### config.mk
export PLATFORM = sky130hd
export DESIGN_NAME = icache_mem_arbiter
export DESIGN_NICKNAME = d
export VERILOG_FILES = /design/src/rtl/icache_arb_pkg.sv /design/src/rtl/icache_arb_pick.sv /design/src/rtl/icache_mem_arbiter.sv
export SDC_FILE = /design/constraint.sdc
export NUM_CORES = 1
export LEC_CHECK = 0
export ABC_AREA = 1
export CAP_MARGIN = 5
export CORE_AREA = 2 2 159 161
export CTS_CLUSTER_SIZE = 24
export DETAILED_ROUTE_END_ITERATION = 10
export DIE_AREA = 0 0 161 163
export SYNTH_ARGS = -nofsm -noshare
export SYNTH_HDL_FRONTEND = slang
export SYNTH_SLANG_ARGS = --single-unit
### constraint.sdc
create_clock -name clock -period 1.2 [get_ports clock]
set_input_delay 0.24 -clock clock [delete_from_list [all_inputs] [get_ports clock]]
set_output_delay 0.24 -clock clock [all_outputs]
set_load 0.005 [all_outputs]
### src/rtl/icache_arb_pkg.sv
// Shared types and constants for the i-cache memory arbiter.
package icache_arb_pkg;

  typedef enum logic [1:0] {
    IDLE = 2'd0,
    BUSY = 2'd1,
    DONE = 2'd2
  } arb_state_t;

  localparam int LINE_BEATS = 16;
  localparam int LINE_BYTES = 16;

  // Beat index on which the memory is expected to release its busywait.
  localparam logic [3:0] LAST_BEAT = 4'(LINE_BEATS - 1);

endpackage

### src/rtl/icache_arb_pick.sv
// Combinational winner select; round-robin from ptr when ICACHE_ARB_RR_EN is
// defined, otherwise fixed priority with index 0 highest.
module icache_arb_pick
  import icache_arb_pkg::*;
#(
  parameter int NUM_REQ = 4,
  parameter int ID_W    = $clog2(NUM_REQ)
) (
  input  logic [NUM_REQ-1:0] req,
  input  logic [ID_W-1:0]    ptr,
  output logic               valid,
  output logic [ID_W-1:0]    winner
);

  logic [NUM_REQ-1:0] cand;

`ifdef ICACHE_ARB_RR_EN
  // Requests at or above the pointer take precedence; wrap to the full vector otherwise.
  logic [NUM_REQ-1:0] upper;

  genvar gi;
  generate
    for (gi = 0; gi < NUM_REQ; gi++) begin : g_upper
      assign upper[gi] = req[gi] && (gi >= int'(ptr));
    end
  endgenerate

  assign cand = (|upper) ? upper : req;
`else
  logic unused_ptr;
  assign unused_ptr = ^ptr;
  assign cand       = req;
`endif

  assign valid = |req;

  always_comb begin
    winner = '0;
    for (int i = NUM_REQ - 1; i >= 0; i--) begin
      if (cand[i]) winner = ID_W'(i);
    end
  end

endmodule

### src/rtl/icache_mem_arbiter.sv
// Shares one byte-serial instruction memory among NUM_REQ i-caches, one 16-beat
// line fill at a time. Define ICACHE_ARB_RR_EN for round-robin arbitration.
module icache_mem_arbiter
  import icache_arb_pkg::*;
#(
  parameter int NUM_REQ = 4,
  parameter int ADDR_W  = 28,
  parameter int LINE_W  = 128
) (
  input  logic                        clock,
  input  logic                        reset,
  input  logic [NUM_REQ-1:0]          req_read,
  input  logic [NUM_REQ*ADDR_W-1:0]   req_address,
  output logic [LINE_W-1:0]           req_readdata,
  output logic [NUM_REQ-1:0]          req_busywait,
  output logic                        mem_read,
  output logic [ADDR_W-1:0]           mem_address,
  input  logic [LINE_W-1:0]           mem_readdata,
  input  logic                        mem_busywait,
  output logic [$clog2(NUM_REQ)-1:0]  grant_id,
  output logic                        sync_err
);

  localparam int ID_W = $clog2(NUM_REQ);

  arb_state_t        state;
  arb_state_t        state_next;
  logic [ADDR_W-1:0] addr;
  logic [3:0]        beat;
  logic              any_req;
  logic [ID_W-1:0]   winner;
  logic [ID_W-1:0]   ptr;
  logic              grant;
  logic [ADDR_W-1:0] slot_addr [NUM_REQ];

  genvar gi;
  generate
    for (gi = 0; gi < NUM_REQ; gi++) begin : g_slot
      assign slot_addr[gi]    = req_address[gi*ADDR_W +: ADDR_W];
      assign req_busywait[gi] = req_read[gi] && !(state == DONE && int'(grant_id) == gi);
    end
  endgenerate

  icache_arb_pick #(
    .NUM_REQ (NUM_REQ),
    .ID_W    (ID_W)
  ) u_pick (
    .req    (req_read),
    .ptr    (ptr),
    .valid  (any_req),
    .winner (winner)
  );

  assign grant = (state == IDLE) && any_req;

`ifdef ICACHE_ARB_RR_EN
  logic [ID_W-1:0] rr_ptr;

  // Next search starts just past the cache that was granted.
  always_ff @(posedge clock or posedge reset) begin
    if (reset) begin
      rr_ptr <= '0;
    end else if (grant) begin
      rr_ptr <= (int'(winner) == NUM_REQ - 1) ? '0 : winner + 1'b1;
    end
  end

  assign ptr = rr_ptr;
`else
  assign ptr = '0;
`endif

  always_ff @(posedge clock or posedge reset) begin
    if (reset) state <= IDLE;
    else       state <= state_next;
  end

  always_comb begin
    state_next = state;
    unique case (state)
      IDLE:    if (any_req) state_next = BUSY;
      BUSY:    if (!mem_busywait) state_next = DONE;
      DONE:    state_next = IDLE;
      default: state_next = IDLE;
    endcase
  end

  always_comb begin
    mem_read = (state == BUSY);
  end

  // The beat counter is never cleared on a new fill: it mirrors the memory's own
  // counter, which only restarts on the shared reset.
  always_ff @(posedge clock or posedge reset) begin
    if (reset) begin
      grant_id <= '0;
      addr     <= '0;
      beat     <= '0;
      sync_err <= 1'b0;
    end else begin
      if (grant) begin
        grant_id <= winner;
        addr     <= slot_addr[winner];
      end
      if (state == BUSY) begin
        beat <= beat + 4'd1;
        if ((!mem_busywait && beat != LAST_BEAT) || (mem_busywait && beat == LAST_BEAT))
          sync_err <= 1'b1;
      end
    end
  end

  assign mem_address  = addr;
  assign req_readdata = mem_readdata;

endmodule

==> results_dict.tcl, run 1 <==
set metrics [dict create \
    die_w_um 161 \
    num_rows 58 \
    critical_path.max_fanout 7 \
    portBuffers 154 \
    drt_iter0_drc 134 \
    layout.nets 867 \
    cpMostUsedCell "buf_6" \
    syn-cell-area_mm2 0.003716 \
    grt_pass1_vias 3635 \
    worstPathRequired_ns 1.38 \
    postLayoutCellArea_mm2 0.005528 \
    syn_inst 563 \
    synth_top_area_share 0.2626 \
    cp_top_family "buffers and inverters" \
    yosysTopAreaCell "buf_4" \
    ys.flop_type "dfrtp_1" \
    crit_chain "buf_6, buf_6, nor2_4, nand2_4, buf_12, clkbuf_16, nand2_2, nand2_1" \
    grt_usage 0.1091 \
    postPlaceCellArea_mm2 0.004802 \
    clockBufferDepth 2 \
    powerDensity_mw_per_mm2 1625 \
    hold_path.class "input port to asynchronous set/reset pin" \
    p_int_mw 5.578 \
    fin_crit_sh 1.193 \
    yosysMostFrequentCell "nand2_1" \
    cp_slowest_cell "dfrtp_1" \
    initial_core_util 0.1506 \
    pwr-share-clk 0.181 \
    ir_worst_vdd_mv 0.7191 \
    yosys.area_share.adder 0.003367 \
    layout_setup_ws_ns -0.2320 \
    p_total_mw 8.985 \
    relSlewSlack 0.7439 \
    violations "setup timing" \
    cts_buffers 5 \
    power_switching_mw 3.407 \
    tightest_slew_ns 0.3841 \
    antenna_found_initial 0 \
    seq_power_share 0.257 \
    synth_seq_cells 37 \
    max_freq_mhz 698.3 \
    synthSimpleGateAreaFrac 0.2818 \
    gp_congestion 0.7387 \
    dieArea_mm2 0.02624 \
    cp.arrival_ns 1.61 \
    cts-root-buf "clkbuf_16" \
    syn_to_final_growth_pct 48.75 \
    swShare 0.3791 \
    async_reset_ff_frac 1.000 \
    worst-path-buf-inv 4 \
    cts_tree "done" \
    fp.coreArea_mm2 0.02467 \
    avgRoutedWirePerCell_um 15.44 \
    cap_violations 0 \
    antenna_left 0 \
    hold_viol 0 \
    synth.area.mux_share 0 \
    drive_above_1_share 0.2048 \
    synth_nets 811 \
    synth-compound-area-share 0.05791 \
    cts.sinks 37 \
    gr-total-overflow 0 \
    status "finished, violations left" \
    wirelength_um 14670 \
    cts.htree.levels 2 \
    die_h_um 163 \
    clock_latency_ns 0.29 \
    avgSynthCellArea_um2 6.600 \
    diodes 0 \
    p_comb_frac 0.562 \
    firstDrtPassIters 4 \
    rsz0062_at_grt "yes" \
    yosysWarnings 0 \
    place_hpwl_um 10240 \
    preCtsSetupSlack_ns -0.7503 \
    worstSetupStartpointType "flop" \
    vias_per_cell 3.721 \
    ys_types 26 \
    grt_max_degree 38 \
    holdWs_ns 0.3038 \
    p_leak_nw 2.700 \
    synth_xor_area_frac 0.007071 \
    finalMaxSlewViolations 0 \
    synth_commonest_cells "nand2_1, buf_4, inv_1" \
    clk_pin_slew_ns 0.06 \
    period_minus_slack_ns 1.432 \
    drc_errors 0 \
    cts_hold_buffers 0 \
    clock_skew_ns 0.005636 \
    io_pins 411 \
    setup_viol 39 \
    slowest_delay_ns 0.40 \
    synth_top_family_by_area "buffers and inverters" \
    synth_area_leaders "buf_4, dfrtp_1, nand2_1" \
    vias 3535 \
    grt_pass1_wl_um 21360 \
    postLayoutCoreUtil 0.2240 \
    criticalPathCategory "flop to flop" \
    synth_seq_area_share 0.2492 \
    critPathCaptureType "flop" \
    synth_edf_count 0 \
]
metrics by stage:
stage,TNS [ns],instances
floorplan,0,563
global placement,-21.22,917
detailed placement,-21.76,917
CTS,-6.994,945
global route,-9.013,950
finish,-6.858,950
repair_timing:
action | CTS | global route
gates resized for setup | 124 | 61
buffers inserted | 18 | 4
setup endpoints to repair | 68 | 51
pin swaps | 9 | 17
cloned | 4 | 1
per-layer routing:
metal,routed length [um],up-vias,GRT usage,share of wire
li1,-,1694,-,-
met1,6130,1618,0.1329,0.42
met2,6467,159,0.1613,0.44
met3,1425,64,0.04915,0.097
met4,648,0,0.05722,0.044
met5,0,-,0,0
power groups by stage:
stage,logic [mW],registers [mW],clock network (mW)
3_5_place_dp,3.85,2.28,0
3_3_place_gp,3.79,2.29,0
6_report,5.05,2.31,1.63
2_1_floorplan,1.88,2.25,0
5_1_grt,5.54,2.38,1.77
4_1_cts,4.45,2.25,1.72
state kept, by name (all words and copies together), names as in the netlist:
register     count
grant_id         2
beat             4
state            2
mem_address     28
sync_err         1
tightest hold or removal path: cells and delay by family:
kind | cells | cell delay (ns)
buffers and inverters | 3 | 0.72
layout make-up:
type,instances,area [um^2]
fill,2796,19150
inverter,100,396.6
clock buffer,7,142.6
multi-input combinational,275,1540
clock inverter,1,30.03
tap,330,412.9
sequential,37,927.1
timing repair buffer,199,2069
timing repair inverter,1,8.758
cells by family after synthesis:
| logic type | count (synthesis) |
|---|---|
| compound gates | 35 |
| xor+xnor | 3 |
| fa+ha+maj | 1 |
| buf+inv | 251 |
| flops | 37 |
| simple gates | 236 |
cell usage in the layout, fill, tap and decap left out, types with 2 or more instances in the layout:
cell	instances
a21oi_2	10
o21ai_2	2
inv_6	2
or2_1	10
nand2_2	17
nor2_4	6
xnor2_1	2
nand2_4	11
buf_6	9
inv_2	8
clkbuf_2	4
a31oi_1	2
buf_12	10
buf_2	5
clkdlybuf4s50_1	114
nand3_2	2
buf_4	23
clkdlybuf4s15_1	22
dfrtp_1	36
a31oi_4	2
nand2_1	112
o211ai_1	13
inv_1	90
clkbuf_16	6
a21oi_1	3
buf_16	2
dlygate4sd2_1	7
or2_0	3
nand3_1	73
final timing paths:
path / from / end / slack, ns / depth (start not counted)
min: reset / mem_address[8] / 0.30 / 3
max: state[1] / mem_address[21] / -0.23 / 8
max reg2reg: state[1] / mem_address[21] / -0.23 / 8
min reg2reg: beat[3] / beat[3] / 0.49 / 1
min in group clock: mem_readdata[116] / req_readdata[116] / 0.48 / 0
max in group asynchronous: reset / mem_address[22] / 0.68 / 3
No activity file was read; power rests on OpenSTA's default activity.
==> run 2, diff against run 1 <==
- HOLD_SLACK_MARGIN: not set -> 0.03
==> results of run 2 <==
Same layout as run 1: the final DEF is identical, and so are final timing and power.
==> run 3, diff against run 2 <==
- SETUP_SLACK_MARGIN: not set -> 0.1
==> run 3 against run 2 <==
  * The run still ends with setup timing left
  * First-iteration DRC count decreased by 16%
  * Clock-buffer cell count unchanged
  * Maximum frequency decreased by 0.41%
  * Utilization increased by 0.12 points
  * Critical endpoint is now mem_address[24]
==> results_dict.tcl, run 3 (synthesis gave the netlist of run 1 again) <==
set metrics [dict create \
    status "finished, violations left" \
    violations "setup timing" \
    io_pins 411 \
    path_depth 8 \
    postPlaceCellArea_mm2 0.004840 \
    grt_pass1_wl_um 20790 \
    cpMostUsedCell "buf_6" \
    num_rows 58 \
    grt_usage 0.1093 \
    portBuffers 154 \
    period_minus_slack_ns 1.438 \
    cap_violations 0 \
    layout_setup_ws_ns -0.2379 \
    relSlewSlack 0.8387 \
    rsz0062_at_grt "yes" \
    p_int_mw 5.318 \
    hold_path.class "input port to asynchronous set/reset pin" \
    fin_crit_sh 1.198 \
    grt_pass1_vias 3539 \
    syn_to_final_growth_pct 49.53 \
    power_switching_mw 3.424 \
    swShare 0.3917 \
    diodes 0 \
    rr_worst_depth 8 \
    critPathCaptureType "flop" \
    cp_slowest_cell "dfrtp_1" \
    crit_path_start "state[0]" \
    criticalPathCategory "flop to flop" \
    powerDensity_mw_per_mm2 1573 \
    worstPathRequired_ns 1.43 \
    hold_viol 0 \
    worstSetupStartpointType "flop" \
    clk_pin_slew_ns 0.06 \
    vias_per_cell 3.755 \
    drive_above_1_share 0.2596 \
    largest_reg_flops 28 \
    cts_tree "done" \
    final_cell_mix "nand2_1, clkdlybuf4s50_1, inv_1" \
    tightest_slew_ns 0.2419 \
    regToRegStartpoint "state[0]" \
    dp_cells 921 \
    dieArea_mm2 0.02624 \
    cts.htree.levels 2 \
    firstDrtPassIters 4 \
    critPathCapture "mem_address[24]" \
    die_h_um 163 \
    slowest_delay_ns 0.42 \
    cts_buffers 5 \
    r2r-end "mem_address[24]" \
    seq_power_share 0.262 \
    mostFrequentLayoutCell "nand2_1" \
    cts.sinks 37 \
    fp.coreArea_mm2 0.02467 \
    p_total_mw 8.742 \
    reg2reg_slack_ns -0.24 \
    p_comb_frac 0.568 \
    gr-total-overflow 0 \
    p_leak_nw 2.747 \
    place_hpwl_um 10430 \
    cts-root-buf "clkbuf_16" \
    ir_worst_vdd_mv 0.5879 \
    antenna_left 0 \
    postLayoutCellArea_mm2 0.005557 \
    wirelength_um 14640 \
    avgRoutedWirePerCell_um 15.28 \
    grt_max_degree 38 \
    crit_chain "buf_6, nor2_4, buf_6, nand3_4, buf_12, a21oi_2, nand2_1, nand3_1" \
    drc_errors 0 \
    instances_no_fill 958 \
    setup_viol 40 \
    cp.arrival_ns 1.67 \
    gp_congestion 0.7521 \
    max_freq_mhz 695.5 \
    die_w_um 161 \
    initial_core_util 0.1506 \
    worst-path-buf-inv 3 \
    layout.nets 875 \
    finalMaxSlewViolations 0 \
    clock_skew_ns 0.003041 \
    critical_path.max_fanout 11 \
    clock_latency_ns 0.29 \
    pwr-share-clk 0.170 \
    vias 3597 \
    drt_iter0_drc 112 \
    postLayoutCoreUtil 0.2252 \
    antenna_found_initial 1 \
    clockBufferDepth 2 \
    cp_top_family "buffers and inverters" \
    cts_hold_buffers 0 \
]
-- run 3: cell count changes in the layout (fill, tap and decap cells not counted), moves of 4 or more --
| cell | before | now |
|---|---|---|
| dlygate4sd2_1 | 7 | 3 |
| buf_2 | 5 | 33 |
| clkbuf_2 | 4 | 0 |
| buf_6 | 9 | 14 |
| nand2_2 | 17 | 13 |
| clkdlybuf4s15_1 | 22 | 1 |
-- run 3: timing repair --
action | 4_1_cts | 5_1_grt
gates cloned | 4 | 1
gates resized for setup | 212 | 45
pin swaps | 11 | 26
setup endpoints to repair | 72 | 46
buffers inserted | 23 | 5
endpoints found under the hold margin | 0 | 0
-- run 3: power by group through the flow --
stage | Clock [mW] | Sequential [mW] | Combinational [mW]
after floorplan | 0 | 2.25 | 1.91
after global placement | 0 | 2.27 | 3.87
after detailed placement | 0 | 2.26 | 3.92
after CTS | 1.59 | 2.24 | 4.70
after global routing | 1.63 | 2.36 | 5.49
final | 1.48 | 2.29 | 4.97
-- run 3: final cells by class --
| type | count | area, um^2 |
|---|---|---|
| inverters | 100 | 411.6 |
| repair buffers | 207 | 2056 |
| fillers | 2786 | 19120 |
| multi-input cells | 275 | 1577 |
| clock buffers | 7 | 152.6 |
| flip-flops and latches | 37 | 925.9 |
| well taps | 330 | 412.9 |
| clock inverters | 1 | 5.005 |
| repair inverters | 1 | 16.27 |
-- run 3: through the flow --
| step | setup WS, ns | hold slack, ns | setup TNS [ns] |
|---|---|---|---|
| floorplan | 0.1064 | 0.3175 | 0 |
| global placement | -0.7153 | 0.4678 | -20.90 |
| detailed placement | -0.7015 | 0.4684 | -21.56 |
| CTS | -0.2565 | 0.3056 | -6.564 |
| global route | -0.3176 | 0.3192 | -8.794 |
| finish | -0.2379 | 0.3044 | -6.246 |
-- run 3: layer usage --
metal	track usage	vias up	share of wire
li1	-	1708	-
met1	0.1047	1624	0.36
met2	0.1922	194	0.48
met3	0.04049	69	0.088
met4	0.08239	2	0.067
met5	0	-	0.00089
-- run 3: worst min-delay path by stage --
stage | start | end | slack (ns) | cells after the start
detailed placement | mem_address[22] | mem_address[22] | 0.47 | 2
global route | reset | mem_address[1] | 0.32 | 3
global placement | mem_address[14] | mem_address[14] | 0.47 | 2
finish | reset | mem_address[0] | 0.30 | 3
floorplan | mem_busywait | state[1] | 0.32 | 1
CTS | reset | state[1] | 0.31 | 3
-- run 3: worst reg2reg max path, stage by stage, from the launching register on --
cell and delay (ns):
dfrtp_1 0.42, buf_6 0.15, nor2_4 0.18, buf_6 0.13, nand3_4 0.09, buf_12 0.16
a21oi_2 0.11, nand2_1 0.07, nand3_1 0.08
